[config.mk]
export PLATFORM = sky130hd
export DESIGN_NAME = imem_loader
export DESIGN_NICKNAME = d
export VERILOG_FILES = /design/src/rtl/imem_loader.sv
export SDC_FILE = /design/constraint.sdc
export NUM_CORES = 1
export LEC_CHECK = 0
export CAP_MARGIN = 10
export CORE_ASPECT_RATIO = 1.75
export CORE_MARGIN = 2
export CORE_UTILIZATION = 61
export DETAILED_ROUTE_END_ITERATION = 12
export PLACE_DENSITY = 0.85
export SLEW_MARGIN = 20
export SYNTH_ARGS = -nofsm -noshare
export SYNTH_HDL_FRONTEND = slang
export SYNTH_SLANG_ARGS = --single-unit
[constraint.sdc]
create_clock -name clk -period 6.7 [get_ports clk]
set_clock_uncertainty 0.2 [all_clocks]
set_input_delay 1.34 -clock clk [delete_from_list [all_inputs] [get_ports clk]]
set_output_delay 1.34 -clock clk [all_outputs]
set_load 0.01 [all_outputs]
[src/rtl/imem_loader.sv]
// ============================================================================
// Module      : imem_loader
// Description : Byte-stream program loader for the CPU instruction memory.
//               Accepts a little-endian stream (16-bit word count, then the
//               words LS byte first), writes each word to the im write port
//               and releases the core (cpu_run) once the image is complete.
// Revision    : 1.0 - initial release
// ============================================================================
`default_nettype none

module imem_loader #(
    parameter int DATA_WIDTH = 32,  // multiple of 8
    parameter int ADDR_WIDTH = 8    // im word-address width, at most 16
) (
    input  logic                  clk,
    input  logic                  rst_n,
    input  logic                  start,
    input  logic                  in_valid,
    input  logic [7:0]            in_data,
    output logic                  in_ready,
    output logic                  im_we,
    output logic [ADDR_WIDTH-1:0] im_addr,
    output logic [DATA_WIDTH-1:0] im_wdata,
    output logic                  busy,
    output logic                  done,
    output logic                  err,
    output logic                  cpu_run
);

    localparam int BYTES = DATA_WIDTH / 8;
    localparam int BCW   = (BYTES > 1) ? $clog2(BYTES) : 1;
    localparam logic [BCW-1:0] LAST_LANE = BCW'(BYTES - 1);
    // Capacity in words; one extra bit so that N == 2**ADDR_WIDTH is representable.
    localparam logic [16:0] CAPACITY = 17'(1) << ADDR_WIDTH;

    typedef enum logic [2:0] {
        S_IDLE   = 3'd0,
        S_LEN_LO = 3'd1,
        S_LEN_HI = 3'd2,
        S_DATA   = 3'd3,
        S_DONE   = 3'd4,
        S_ERR    = 3'd5
    } state_t;

    state_t                  state_q;
    logic [15:0]             len_q;
    logic [BCW-1:0]          byte_cnt_q;
    logic [15:0]             word_cnt_q;
    logic [ADDR_WIDTH-1:0]   addr_q;
    logic [DATA_WIDTH-1:0]   data_q;
    logic                    im_we_q;
    logic [ADDR_WIDTH-1:0]   im_addr_q;
    logic [DATA_WIDTH-1:0]   im_wdata_q;

    logic [DATA_WIDTH-1:0]   word_d;
    logic [15:0]             len_d;

    // Word as it will look once the incoming byte fills the top lane, and the full header count.
    always_comb begin
        word_d                     = data_q;
        word_d[DATA_WIDTH-1 -: 8]  = in_data;
        len_d                      = {in_data, len_q[7:0]};
    end

    // Status outputs are pure decodes of the state register, so they never glitch.
    assign in_ready = (state_q == S_LEN_LO) || (state_q == S_LEN_HI) || (state_q == S_DATA);
    assign busy     = in_ready;
    assign done     = (state_q == S_DONE);
    assign cpu_run  = (state_q == S_DONE);
    assign err      = (state_q == S_ERR);
    assign im_we    = im_we_q;
    assign im_addr  = im_addr_q;
    assign im_wdata = im_wdata_q;

    // Loader FSM: header parse, byte assembly, one-cycle-latency word writes.
    always_ff @(posedge clk or negedge rst_n) begin
        if (!rst_n) begin
            state_q    <= S_IDLE;
            len_q      <= '0;
            byte_cnt_q <= '0;
            word_cnt_q <= '0;
            addr_q     <= '0;
            data_q     <= '0;
            im_we_q    <= 1'b0;
            im_addr_q  <= '0;
            im_wdata_q <= '0;
        end else begin
            // Write strobe is a single-cycle pulse; a pulse already issued completes
            // even if start arrives, because it is only ever cleared here.
            im_we_q <= 1'b0;
            if (start) begin
                // Start wins over any byte presented in the same cycle (the byte is dropped).
                state_q    <= S_LEN_LO;
                len_q      <= '0;
                byte_cnt_q <= '0;
                word_cnt_q <= '0;
                addr_q     <= '0;
                data_q     <= '0;
            end else begin
                case (state_q)
                    S_IDLE: begin
                        state_q <= S_IDLE;
                    end
                    S_LEN_LO: begin
                        if (in_valid) begin
                            len_q[7:0] <= in_data;
                            state_q    <= S_LEN_HI;
                        end
                    end
                    S_LEN_HI: begin
                        if (in_valid) begin
                            len_q      <= len_d;
                            byte_cnt_q <= '0;
                            word_cnt_q <= '0;
                            addr_q     <= '0;
                            if (len_d == 16'd0) begin
                                state_q <= S_DONE;
                            end else if ({1'b0, len_d} > CAPACITY) begin
                                state_q <= S_ERR;
                            end else begin
                                state_q <= S_DATA;
                            end
                        end
                    end
                    S_DATA: begin
                        if (in_valid) begin
                            if (byte_cnt_q == LAST_LANE) begin
                                im_we_q    <= 1'b1;
                                im_addr_q  <= addr_q;
                                im_wdata_q <= word_d;
                                // Wraps to 0 after a full-capacity image; harmless since we stop.
                                addr_q     <= addr_q + ADDR_WIDTH'(1);
                                byte_cnt_q <= '0;
                                word_cnt_q <= word_cnt_q + 16'd1;
                                if (word_cnt_q == (len_q - 16'd1)) begin
                                    state_q <= S_DONE;
                                end
                            end else begin
                                data_q[{byte_cnt_q, 3'b000} +: 8] <= in_data;
                                byte_cnt_q <= byte_cnt_q + BCW'(1);
                            end
                        end
                    end
                    S_DONE: begin
                        state_q <= S_DONE;
                    end
                    S_ERR: begin
                        state_q <= S_ERR;
                    end
                    default: begin
                        state_q <= S_IDLE;
                    end
                endcase
            end
        end
    end

endmodule

`default_nettype wire
-- Word level (Yosys, flattened, before mapping)
Index checks and enable logic that the tools add are counted.
- input bits: 12
- register bits: 118
- output and inout port bits: 46
- logic and storage cells: 86
- reduce and logical (&&, ||, !) cells: 15
- equal/unequal tests: 14
- $add $sub $neg: 5
- bitwise gates (word level): 1
- shift operators: 2
- $lt $le $gt $ge: 1
- multiplexer cells: 38
- operator list (cell ; number):
    $mux 32 ; 4
    $mux 16 ; 6
    $mux 8 ; 6
    $bwmux 32 ; 1
    $pmux 16 s2 ; 1
    $pmux 8 s2 ; 2
    $shift 8x7->32 const A ; 1
    $shiftx 8x7->32 ; 1
    $mux 3 ; 8
    $add 16x1->16 const B ; 1
    $eq 16x16->1 ; 1
    $gt 16x9->1 const B ; 1
    $logic_not 16->1 ; 1
    $sub 16x1->16 const B ; 1
    $pmux 3 s5 ; 1
    $ne 3x3->1 const B ; 3
    $reduce_and 3->1 ; 3
    $add 8x1->8 const B ; 1
    $mux 2 ; 4
    $reduce_and 4->1 ; 2
    $reduce_bool 2->1 ; 4
    $neg 5->7 ; 1
    $eq 3x2->1 const B ; 2
    $eq 3x3->1 const B ; 2
    12 further kinds ; 18

-- Logic depth before layout (Yosys ltp)
- depth in word-level cells: 7
- depth in mapped cells: 9
- mapped depth without buffers: 8

-- Least setup slack after synthesis
Ideal clock, no wire load.
- path type: input-to-reg
- start: input port start
- end: register im_wdata_q[24], in the netlist im_wdata[24]
- data required time: 6.435 ns
- arrival time: 2.715 ns
- stages on the path: 7
- setup time: 0.065 ns
- path buffers: 2
- path slack: 3.719 ns
- path through: nor4bb_1 > nand3_1 > inv_1 > clkbuf_1 > clkbuf_1 > nand2_1 > nand2_1
- cells in the longest elaborated chain, start to end: 2
- RTL lines (element ; RTL line ; source):
    start: declaration ; 17 ; input logic start,
    $not 1->1 (no line) ; n/a ;
    $reduce_and 4->1 (no line) ; n/a ;
    end signal: assignment ; 130 ; im_wdata_q <= word_d;
    end: declaration ; 53 ; logic [DATA_WIDTH-1:0] im_wdata_q;
Every way passes these cells.
A chain may end at the register's enable or synchronous reset.

-- Worst setup path after layout
- start: input port start
- end: register addr_q[3]
- cells in the longest elaborated chain, start to end: 2
- elaborated cells on any way between the ends: 6
- those cells by class: 3 x eq/ne; 1 x mux; 2 x reduce/logical
- RTL lines (element ; RTL line ; source):
    $ne 3x2->1 (no line) (tied with other cells) ; n/a ;
    $reduce_and 4->1 (no line) ; n/a ;
    end signal: assignment ; 132 ; addr_q <= addr_q + ADDR_WIDTH'(1);
    end: declaration ; 49 ; logic [ADDR_WIDTH-1:0] addr_q;
Several ways; a longest one is shown, not always the timed one.

==> flow_metrics.env <==
export IMPL_status="complete, no violations"
export IMPL_seq_power_share_pct=48.4
export IMPL_min_delay_path_depth=2
export IMPL_timing_rr_start="len_q[2]"
export IMPL_worstSkewPairLatency_ns=0.36
export IMPL_r2r_cells=7
export IMPL_p_switching_w=0.000378
export IMPL_p_clk_share_pct=38.9
export IMPL_portBuffers=57
export IMPL_hold_path_class="reg2reg"
export IMPL_core_rowCount=44
export IMPL_ios=58
export IMPL_place_detailed_hpwl_microns=8100
export IMPL_leakagePower_nw=2.82
export IMPL_post_route_drc_count=0
export IMPL_cts_resized_gates=0
export IMPL_fmax_mhz=280
export IMPL_r2r_end="state_q[0]"
export IMPL_ys_flop_type="dfrtp_1"
export IMPL_met2_wirelength_microns=6380
export IMPL_drt_initial_drc_count=346
export IMPL_cp_common_cell="buf_4"
export IMPL_gp_congestion=0.832
export IMPL_met3_length_microns=563
export IMPL_coreArea_sq_um=8310
export IMPL_synth_warning_count=0
export IMPL_syn_inst=579
export IMPL_grt_overflow_total=0
export IMPL_cts_setup_buffers=0
export IMPL_worst_setup_path_start_kind="input port"
export IMPL_antenna_cells=0
export IMPL_cts_hold_buf=0
export IMPL_start_util_pct=62.8
export IMPL_async_flop_share_pct=100
export IMPL_cts_clk_slew_worst_paths_ns=0.07
export IMPL_numPlacedInstances=726
export IMPL_grt_antenna_before_repair=0
export IMPL_timing_final_crit_share_pct=53.4
export IMPL_nFillCells=586
export IMPL_syn_nets=598
export IMPL_synth_seq_cells=110
export IMPL_ys_seq_area_share_pct=52.7
export IMPL_yosysTopAreaCell="dfrtp_1"
export IMPL_post_drt_wl_per_cell_microns=16.1
export IMPL_grt_pass1_vias=4138
export IMPL_fin_cells=742
export IMPL_die_h_microns=126
export IMPL_max_slew_margin_rel_pct=31.6
export IMPL_drt_wl_total_microns=12000
export IMPL_ir_drop_mv=0.139
export IMPL_die_w_microns=74.0
export IMPL_avgViaCountPerCell=5.75
export IMPL_grt_max_degree=73
export IMPL_routed_top_layer="met4"
export IMPL_nets=641
export IMPL_yosysMostFrequentCell="nand2_1"
export IMPL_grt_first_pass_wirelength_microns=20100
export IMPL_grt_setup_unrepaired="no"
export IMPL_hold_violations=0
export IMPL_area_growth_pct=18.2
export IMPL_met1Wirelength_microns=4550
export IMPL_synth_edff_count=0
export IMPL_crit_type="in2reg"
export IMPL_avgSynthCellArea_sq_um=9.02
export IMPL_timing_reg2reg_setup_slack_ns=3.73
export IMPL_hp_start="data_q[12]"
export IMPL_setup_tns_ns=0
export IMPL_ys_types=45
export IMPL_drv_cap=0
export IMPL_powerDensity_nw_per_um2=233
export IMPL_slowest_stage="nor4bb_1"
export IMPL_cp_required_ns=6.78
export IMPL_synth_area_top_cells="dfrtp_1 53%, nand2_1 14%, xnor2_1 3.9%"
export IMPL_route_vias_total=4268
export IMPL_cts_buffer_depth=2
export IMPL_root_buffer="clkbuf_16"
export IMPL_slew_violations=0
export IMPL_grtUsageTotal_pct=28.0
export IMPL_die_area_sq_um=9350
export IMPL_drive_gt1_share_pct=4.47
export IMPL_cts_tree="built"
export IMPL_slowest_delay_ns=0.61
export IMPL_min_period_ns=3.58
export IMPL_synth_top_area_share_pct=52.7
export IMPL_worst_slew_pin_slew_ns=1.03
export IMPL_intPower_w=0.00106
export IMPL_clock_sinks=110
export IMPL_htree_levels=3
export IMPL_drtPass1Iterations=5
export IMPL_hold_path_endpoint="im_wdata[12]"
export IMPL_swShare_pct=26.2
export IMPL_synth_common_cells="188 x nand2_1, 110 x dfrtp_1, 46 x nor2_1, 33 x o21ai_0, 24 x clkbuf_1"
export IMPL_finalSetupViolations=0
export IMPL_cts_inserted_buffers=9
export IMPL_syn_cell_area_sq_um=5220
export IMPL_cp_cell_sequence="clkdlybuf4s50_1 > buf_4 > nor4bb_1 > nand3_1 > inv_1 > buf_4 > nand2_1 > o21ai_0"
export IMPL_ant_nets=0
export IMPL_cp_end_kind="flop"
export IMPL_arrival_ns=3.66
export IMPL_comb_power_share_pct=12.7
export IMPL_cp_max_fo=44
layout by cell type (no fill, tap or decap), types with 5 or more instances in the layout:
master / Yosys / routed
xor2_1: 13 / 13
buf_4: 2 / 5
nand3_1: 13 / 13
nand2_1: 188 / 188
inv_1: 7 / 7
and3_1: 5 / 5
ha_1: 7 / 7
nor2_1: 46 / 46
o21ai_0: 33 / 33
or4_1: 5 / 5
clkdlybuf4s50_1: 0 / 56
a21oi_1: 23 / 23
a22o_1: 10 / 10
nand3b_1: 5 / 5
nand2b_1: 6 / 6
mux2i_1: 8 / 8
xnor2_1: 23 / 23
nor2b_1: 5 / 5
dfrtp_1: 110 / 110
clkbuf_16: 0 / 9
stage by stage:
step           hold slack [ns]  instance area [sq um]  setup slack, ns  total power, W  util, %
6_report                 0.264                   6170             3.12         0.00144     74.2
5_1_grt                  0.287                   6170             2.92         0.00149     74.2
4_1_cts                  0.261                   6170             3.18         0.00144     74.2
3_5_place_dp             0.249                   5850             2.86        0.000887     70.4
3_3_place_gp             0.248                   5850             2.90        0.000877     70.3
2_1_floorplan            0.239                   5220             3.72        0.000827        -
flip-flops by register name, summed over array words and instances, names as in the netlist:
signal,cells
state_q,3
byte_cnt_q,2
data_q,24
word_cnt_q,16
len_q,16
addr_q,8
im_wdata,32
im_addr,8
im_we,1
critical path, delay by kind of cell:
kind            cells  cell delay [ns]
compound gates      1             0.16
buf+inv             4             1.23
simple gates        3             0.89
cells by family after synthesis:
logic type	Yosys count	synth area share, %
AOI/OAI and AO/OA	78	8.81
xor gates and xnor gates	36	6.04
muxes	8	1.53
and+or+nand+nor	304	26.3
buffers and inverters	36	2.92
DFF	110	52.7
adders and majority gates	7	1.68
area by class of cell:
| cell class | instances | area, sq um | area share (%) |
|---|---|---|---|
| multi-input cells | 433 | 2330 | 37.8 |
| well taps | 115 | 144 | 2.33 |
| flip-flops and latches | 110 | 2750 | 44.6 |
| repair buffers | 61 | 598 | 9.69 |
| clock buffers | 11 | 253 | 4.09 |
| inverters | 7 | 26.3 | 0.426 |
| clock inverters | 5 | 65.1 | 1.05 |
power groups by stage:
stage | clock network (W) | logic (W) | registers, W
2_1_floorplan | 0 | 0.000129 | 0.000698
3_5_place_dp | 0 | 0.000178 | 0.000709
4_1_cts | 0.000567 | 0.000180 | 0.000696
3_3_place_gp | 0 | 0.000169 | 0.000707
5_1_grt | 0.000589 | 0.000200 | 0.000699
6_report | 0.000559 | 0.000183 | 0.000697
how the worst max path moves through the flow:
stage	startpoint	endpoint	slack (ns)	cells past startpoint
floorplan	start	im_wdata[24]	3.72	7
global placement	start	addr_q[5]	2.90	8
detailed placement	start	addr_q[3]	2.86	8
CTS	state_q[2]	done	3.18	3
global route	start	addr_q[3]	2.92	8
finish	start	addr_q[3]	3.12	8
per-layer routing:
layer | vias to the layer above | GRT usage [%]
met3 | 44 | 3.89
met5 | - | 0
met2 | 168 | 46.5
met4 | 0 | 15.0
li1 | 1997 | -
met1 | 2059 | 34.3
Note: power is estimated with default switching activity, not from simulation.
